$ cat src/rtl/dram_arbiter.sv
// dram_arbiter: shares the single-port data RAM between the CPU load/store
// unit (requester C) and the port-copy DMA engine (requester D). Every access
// runs IDLE -> ACCESS -> RESP, so the RAM sees exactly one strobe per access.
// Addresses outside [MEM_LO, MEM_HI] get an error response and never reach
// the RAM. C has priority; D is guaranteed a grant after CPU_BURST
// consecutive C grants while it was waiting.
module dram_arbiter #(
   parameter int unsigned PORT_EXPONENT = 3,
   parameter int unsigned MEM_HI        = 2000,
   parameter int unsigned CPU_BURST     = 4
) (
   input  logic        clk,
   input  logic        rst_n,
   input  logic        c_valid,
   output logic        c_ready,
   input  logic        c_we,
   input  logic [15:0] c_addr,
   input  logic [15:0] c_wdata,
   output logic        c_rsp_valid,
   output logic        c_rsp_err,
   output logic [15:0] c_rdata,
   input  logic        d_valid,
   output logic        d_ready,
   input  logic        d_we,
   input  logic [15:0] d_addr,
   input  logic [15:0] d_wdata,
   output logic        d_rsp_valid,
   output logic        d_rsp_err,
   output logic [15:0] d_rdata,
   output logic        mem_read,
   output logic        mem_write,
   output logic [15:0] mem_addr,
   output logic [15:0] mem_d_in,
   input  logic [15:0] mem_d_out,
   output logic        busy
);

   localparam logic [15:0] LP_MEM_LO = 16'(2 * (2 ** PORT_EXPONENT));
   localparam logic [15:0] LP_MEM_HI = 16'(MEM_HI);
   localparam logic [3:0]  LP_BURST  = 4'(CPU_BURST);

   typedef enum logic [1:0] {
      S_IDLE,
      S_ACCESS,
      S_RESP
   } state_t;

   state_t      r_state;
   logic        r_owner_d;
   logic        r_we;
   logic [15:0] r_addr;
   logic [15:0] r_wdata;
   logic [15:0] r_rdata;
   logic        r_err;
   logic [3:0]  r_burst_cnt;

   logic        w_idle;
   logic        w_access;
   logic        w_resp;
   logic        w_grant_c;
   logic        w_grant_d;
   logic        w_sel_we;
   logic [15:0] w_sel_addr;
   logic [15:0] w_sel_wdata;
   logic        w_addr_err;
   logic        w_mem_read;
   logic        w_mem_write;

   assign w_idle   = (r_state == S_IDLE);
   assign w_access = (r_state == S_ACCESS);
   assign w_resp   = (r_state == S_RESP);

   // D wins only when C is absent or C has used up its burst allowance
   assign w_grant_d = w_idle && d_valid && (!c_valid || (r_burst_cnt == LP_BURST));
   assign w_grant_c = w_idle && c_valid && !w_grant_d;

   assign w_sel_we    = w_grant_d ? d_we    : c_we;
   assign w_sel_addr  = w_grant_d ? d_addr  : c_addr;
   assign w_sel_wdata = w_grant_d ? d_wdata : c_wdata;
   assign w_addr_err  = (w_sel_addr < LP_MEM_LO) || (w_sel_addr > LP_MEM_HI);

   // Strobes are decoded from the state register, so an async reset drops them at once
   assign w_mem_read  = w_access && !r_we && !r_err;
   assign w_mem_write = w_access &&  r_we && !r_err;

   // Access sequencer: latch the winner in IDLE, strobe the RAM in ACCESS, respond in RESP
   always_ff @(posedge clk or negedge rst_n) begin
      if (!rst_n) begin
         r_state     <= S_IDLE;
         r_owner_d   <= 1'b0;
         r_we        <= 1'b0;
         r_addr      <= '0;
         r_wdata     <= '0;
         r_rdata     <= '0;
         r_err       <= 1'b0;
         r_burst_cnt <= '0;
      end else begin
         case (r_state)
            S_IDLE: begin
               if (w_grant_c || w_grant_d) begin
                  r_owner_d <= w_grant_d;
                  r_we      <= w_sel_we;
                  r_addr    <= w_sel_addr;
                  r_wdata   <= w_sel_wdata;
                  r_err     <= w_addr_err;
                  // Count only C grants that made a waiting D stand aside
                  if (w_grant_c && d_valid) begin
                     r_burst_cnt <= r_burst_cnt + 4'd1;
                  end else begin
                     r_burst_cnt <= '0;
                  end
                  r_state <= S_ACCESS;
               end
            end
            S_ACCESS: begin
               r_rdata <= w_mem_read ? mem_d_out : '0;
               r_state <= S_RESP;
            end
            S_RESP: begin
               r_state <= S_IDLE;
            end
            default: begin
               r_state <= S_IDLE;
            end
         endcase
      end
   end

   assign c_ready = w_grant_c;
   assign d_ready = w_grant_d;

   assign mem_read  = w_mem_read;
   assign mem_write = w_mem_write;
   assign mem_addr  = w_access ? r_addr  : '0;
   assign mem_d_in  = w_access ? r_wdata : '0;

   assign c_rsp_valid = w_resp && !r_owner_d;
   assign d_rsp_valid = w_resp &&  r_owner_d;
   assign c_rsp_err   = c_rsp_valid && r_err;
   assign d_rsp_err   = d_rsp_valid && r_err;
   assign c_rdata     = c_rsp_valid ? r_rdata : '0;
   assign d_rdata     = d_rsp_valid ? r_rdata : '0;

   assign busy = !w_idle;

endmodule

$ cat config.mk
export PLATFORM = sky130hd
export DESIGN_NAME = dram_arbiter
export DESIGN_NICKNAME = d
export VERILOG_FILES = /design/src/rtl/dram_arbiter.sv
export SDC_FILE = /design/constraint.sdc
export NUM_CORES = 1
export LEC_CHECK = 0
export ABC_CLOCK_PERIOD_IN_PS = 2900
export CAP_MARGIN = 30
export CORE_MARGIN = 3
export CORE_UTILIZATION = 60
export DETAILED_ROUTE_END_ITERATION = 12
export DONT_BUFFER_PORTS = 1
export PLACE_DENSITY_LB_ADDON = 0.08
export SLEW_MARGIN = 20
export SYNTH_ARGS = -nofsm -noshare
export SYNTH_HDL_FRONTEND = slang
export SYNTH_SLANG_ARGS = --single-unit
$ cat constraint.sdc
create_clock -name clk -period 2.9 [get_ports clk]
set_input_delay 0.435 -clock clk [delete_from_list [all_inputs] [get_ports clk]]
set_output_delay 0.435 -clock clk [all_outputs]
set_load 0.1 [all_outputs]
Word-level counts from Yosys, hierarchy flattened --
Cells that the tools add are included.
Word-level totals: register bits 57, word-level logic and storage cells 50
Operators by class: equal/unequal tests 4, reduce and logical (&&, ||, !) cells 24, add/subtract/negate cells 1, magnitude comparators 2, mux-type cells 11
Operators with widths (number):
- $mux W16 | 7
- $gt A16 B11 Y1 const B | 1
- $lt A16 B5 Y1 const B | 1
- $logic_and A1 B1 Y1 | 13
- $logic_not A1 Y1 | 6
- $add A4 B1 Y4 const B | 1
- $eq A4 B3 Y1 const B | 1
- $mux W4 | 1
- $pmux W2 S2 | 1
- $logic_or A1 B1 Y1 | 3
- $eq A2 B1 Y1 const B | 1
- $eq A2 B2 Y1 const B | 1
- $logic_not A2 Y1 | 1
- $mux W2 | 1
- $ne A2 B1 Y1 const B | 1
- $reduce_and A2 Y1 | 1
- $mux W1 | 1

Longest topological paths before layout --
word-level depth 8, depth in mapped cells 8, depth with buffers taken out 6

Worst setup path after synthesis --
No wires, ideal clock.
path kind reg2out, start register r_state[1], end output port mem_write, stages on the path, launching flop included 5, setup slack -681 ps, arrival 3146 ps, path buffers 2, cell sequence dfrtp_1 -> nand2b_1 -> buf_2 -> clkbuf_1 -> nor3b_1
On the way: word-level cells in the longest chain between the ends 3
Ends and longest elaborated chain:
- start: declaration | line 48 | state_t r_state;
- start signal: assignment | line 89 | r_state <= S_IDLE;
- start signal: assignment | line 112 | r_state <= S_ACCESS;
- start signal: assignment | line 117 | r_state <= S_RESP;
- $eq A2 B1 Y1 | line 70 | assign w_access = (r_state == S_ACCESS);
- $logic_and A1 B1 Y1 (2 in a row) | line 84 | assign w_mem_write = w_access && r_we && !r_err;
- end: declaration | line 31 | output logic mem_write,
No other way between the ends.

Worst setup path after layout --
start register r_state[1], end output port mem_addr[5]
On the way: word-level cells in the longest chain between the ends 2
Ends and longest elaborated chain:
- $eq A2 B1 Y1 | line 70
- $mux W16 | line 134 | assign mem_addr = w_access ? r_addr : '0;
- end: declaration | line 32 | output logic [15:0] mem_addr,
No other way between the ends.

==> parameters.txt <==
Parameter                              Value

Outcome
  Status    finished clean

Critical path
  Number of cells on the worst reg-to-reg path    6
  Reg2Reg Setup Slack    0.47 ns
  Startpoint type of the worst setup path    register
  Capture instance of the worst register-to-register path    r_we
  Arrival time at the worst endpoint    2.28 ns
  Longest individual stage delay on the worst path    0.67 ns
  Reg-to-reg startpoint    r_state[1]
  Worst EP required    2.47 ns
  Endpoint type of the worst setup path    primary output
  Worst setup path startpoint    r_state[1]
  Worst-path maximum fanout    33
  Class of the most critical setup path    register to primary output
  Slowest cell on the critical path    sky130_fd_sc_hd__inv_1
  List of cells traversed by the critical path    nand2b_1 -> inv_1 -> and2_1 -> buf_12

STA
  RSZ-0062 raised after global routing    no
  Final period util    93.46%
  Worst-margin pin slew    0.8933 ns
  Min setup slack post-route    0.1898 ns
  Maximum clock skew at final layout    0.01288 ns
  Worst slew slack as a fraction of its limit    40.38%
  Final critical delay including setup and external delays    2.710 ns
  Final Setup Violations    0
  Final-layout setup total negative slack    0 ns
  Slew Viols, Final    0
  Hold Vio Cnt, Final    0
  Timing-limited maximum frequency    369.0 MHz

Synthesis
  Synth cell types    38
  Mean area per synthesized cell    9.841 um^2
  Number of synthesized flops with an enable pin    0
  Flop and latch count out of synthesis    57
  Sequential area share after synthesis    46.45%
  Top cells by area in the synthesized netlist    sky130_fd_sc_hd__dfrtp_1 46%, sky130_fd_sc_hd__and2_1 13%, sky130_fd_sc_hd__mux2i_1 11%
  Dominant combinational cell family by area after synthesis    simple AND/OR/NAND/NOR gates
  Compound-Gate Fraction of Synth Area    13.00%
  Dominant cell type by area after synthesis    sky130_fd_sc_hd__dfrtp_1
  Post-synth design cell area    3070 um^2
  Post-synthesis mux area share    10.76%
  Synth Net Count    400
  Xor/xnor share of the synthesized area    0.2852%
  Yosys top cell area share    46.45%
  Area fraction in and, or, nand and nor cells after synthesis    24.25%
  Syn Inst Count    312
  Number of warning messages in the yosys log    0
  Post-synthesis async set-or-reset flop share    100.0%
  Fraction of the mapped netlist area in adder cells    0.8150%
  Primary flip-flop cell chosen by synthesis mapping    sky130_fd_sc_hd__dfrtp_1

Power and ir drop
  Peak supply drop    1.073 mV
  Leakage component of the power    2.003 nW
  Gate power share    62.8%
  Net switching power figure    2.951 mW
  P_int    2.467 mW
  Clock network power share    12.8%
  Switch share    54.47%
  Reg power frac    24.4%
  Power density over the cells    1189 nW/um^2

Cells and area
  Final core utilization    93.96%
  Number of inserted diodes    0
  Layout cells sized above 1    26.48%
  Fin nets    472
  Area added between synthesis and finish    48.37%
  Number of standard cells in the final layout excluding fillers    456

Placement
  Cell Count Post-Placement    438
  Port buffer count    0
  Final Wtd Congestion    0.8234
  DPL Wire Length    6926 um
  Worst slack, placed    0.6843 ns

GRT
  Overall Global Routing Usage    44.96%
  Global route hottest layer    met2
  GR Layer Usage met2    76.34%
  Maximum number of pins on one net before global-route repair    58
  Final global-route overflow total    0
  GR Layer Usage met1    44.14%
  Global-route wire length before repair    19950 um
  Met3 track utilization from global routing    17.40%
  Number of antenna violations at the first check in global routing    0
  Vias in the first global route    3397

Job
  # Max-Cap Violations    0

Detailed routing
  DR vias/cell    6.882
  First drt pass iteration count    6
  Residual DRC    0
  Total detailed-routing wirelength    12790 um
  Via total after detailed routing    3138
  Post-DRT Antenna Nets    0
  Routed length per instance    28.05 um
  Number of DRC violations after detailed-routing iteration 0    559

Floorplan
  Top-Level Pins    159
  Area of the placeable core    4848 um^2
  Overall die height    77.54 um
  Die boundary width    77.54 um
  Die footprint    6012 um^2
  Number of placement rows    25
  Initial standard-cell utilization of the core    63.33%

Clocking
  CTS tree    yes
  Maximum count of clock buffers along a single path    2
  Insertion delay to the later sink of the worst-skew pair    0.35 ns
  Sink Count    57
  Clock root buffer    sky130_fd_sc_hd__clkbuf_8
  Number of clock buffers inserted by TritonCTS    9
  Clock slew at reported path FFs    0.07 ns
  CTS H-tree depth    3
  Setup fix buffers added after clock tree synthesis    0

Worst hold path
  Hold wc startpoint    mem_d_out[8]
  Path type of the worst min-delay path    primary input to register
  Hold path cells    1
  Terminating pin of the worst hold path    r_rdata[8]
-- cells in the final DEF, fill, tap and decap left out, types with 2 or more instances in the layout --
master and instances:
sky130_fd_sc_hd__a211oi_1 2, sky130_fd_sc_hd__a22o_1 16, sky130_fd_sc_hd__and2_1 66, sky130_fd_sc_hd__buf_12 50, sky130_fd_sc_hd__buf_16 2, sky130_fd_sc_hd__buf_4 27
sky130_fd_sc_hd__clkbuf_1 2, sky130_fd_sc_hd__clkbuf_8 11, sky130_fd_sc_hd__clkinv_2 3, sky130_fd_sc_hd__dfrtp_1 57, sky130_fd_sc_hd__ha_1 2, sky130_fd_sc_hd__inv_1 6
sky130_fd_sc_hd__mux2i_1 33, sky130_fd_sc_hd__nand2_1 36, sky130_fd_sc_hd__nand2b_1 2, sky130_fd_sc_hd__nand4b_1 2, sky130_fd_sc_hd__nor2_1 3, sky130_fd_sc_hd__nor4_1 4
sky130_fd_sc_hd__nor4b_1 2, sky130_fd_sc_hd__o211ai_1 2, sky130_fd_sc_hd__o21ai_0 3, sky130_fd_sc_hd__o21ai_1 33, sky130_fd_sc_hd__or4_1 4
-- worst max-delay path, delay by kind of cell, from the launching register on --
family,cells,cell delay (ns)
simple gates,2,0.58
buf+inv,2,0.89
flops,1,0.45
-- Yosys cell counts, types with 3 or more instances --
master and instances:
sky130_fd_sc_hd__nor2_1 4, sky130_fd_sc_hd__inv_1 6, sky130_fd_sc_hd__mux2i_1 33, sky130_fd_sc_hd__o21ai_1 34, sky130_fd_sc_hd__o21ai_0 3, sky130_fd_sc_hd__buf_2 4
sky130_fd_sc_hd__and2_1 66, sky130_fd_sc_hd__nand2_1 36, sky130_fd_sc_hd__nor4_1 4, sky130_fd_sc_hd__or4_1 4, sky130_fd_sc_hd__dfrtp_1 57, sky130_fd_sc_hd__clkbuf_1 12
sky130_fd_sc_hd__a22o_1 16
-- cell type report --
cell class                 count  area (um^2)
tap                           67        83.83
inverter                       7        26.28
timing repair buffer          81         1294
clock buffer                  13        158.9
clock inverter                 3        15.01
multi-input combinational    228         1551
fill                         128        292.8
sequential                    57         1426
-- worst max-delay path by stage --
stage               depth (start not counted)  slack [ns]     endpoint
detailed placement                          6        0.68   r_wdata[8]
finish                                      4        0.19  mem_addr[5]
CTS                                         4        0.31  mem_addr[3]
global route                                4        0.11  mem_addr[5]
floorplan                                   3        0.16  c_rdata[10]
global placement                            6        0.76  r_wdata[13]
-- per-layer routing --
metal	part of all wire [%]	up-vias
met2	49	332
met4	8.1	0
met1	30	1475
met5	0	-
met3	13	111
li1	-	1220
-- cell families (layout without fill, tap and decap cells) --
logic type	count (synthesis)	after routing
buf+inv	27	104
simple gates	130	130
flops	57	57
mux	33	33
xor+xnor	1	1
compound gates	62	62
fa+ha+maj	2	2
-- power by group through the flow --
stage / registers, mW / logic [mW] / clock network [mW]
global route: 1.33 / 3.51 / 0.732
finish: 1.32 / 3.40 / 0.696
CTS: 1.28 / 3.33 / 0.676
global placement: 1.24 / 3.14 / 0
floorplan: 1.20 / 2.22 / 0
detailed placement: 1.27 / 3.24 / 0
-- flip-flops by register name, summed over array words and instances, names as in the netlist --
register / cells
r_we: 1
r_burst_cnt: 4
r_rdata: 16
r_owner_d: 1
r_state: 2
r_wdata: 16
r_err: 1
r_addr: 16
-- per-stage QoR --
stage,power [mW],hold WS [ns],cell area (um^2)
5_1_grt,5.570,0.2096,4556
3_3_place_gp,4.377,0.1412,4344
4_1_cts,5.279,0.2155,4556
3_5_place_dp,4.505,0.1411,4344
2_1_floorplan,3.420,0.1394,3080
6_report,5.418,0.2246,4556
-- what timing repair did --
action	4_1_cts	5_1_grt
hold buffers	2	0
hold endpoints to repair	57	0
setup endpoints to repair	0	0
gates resized for setup	0	0
No activity file was read; power rests on OpenSTA's default activity.
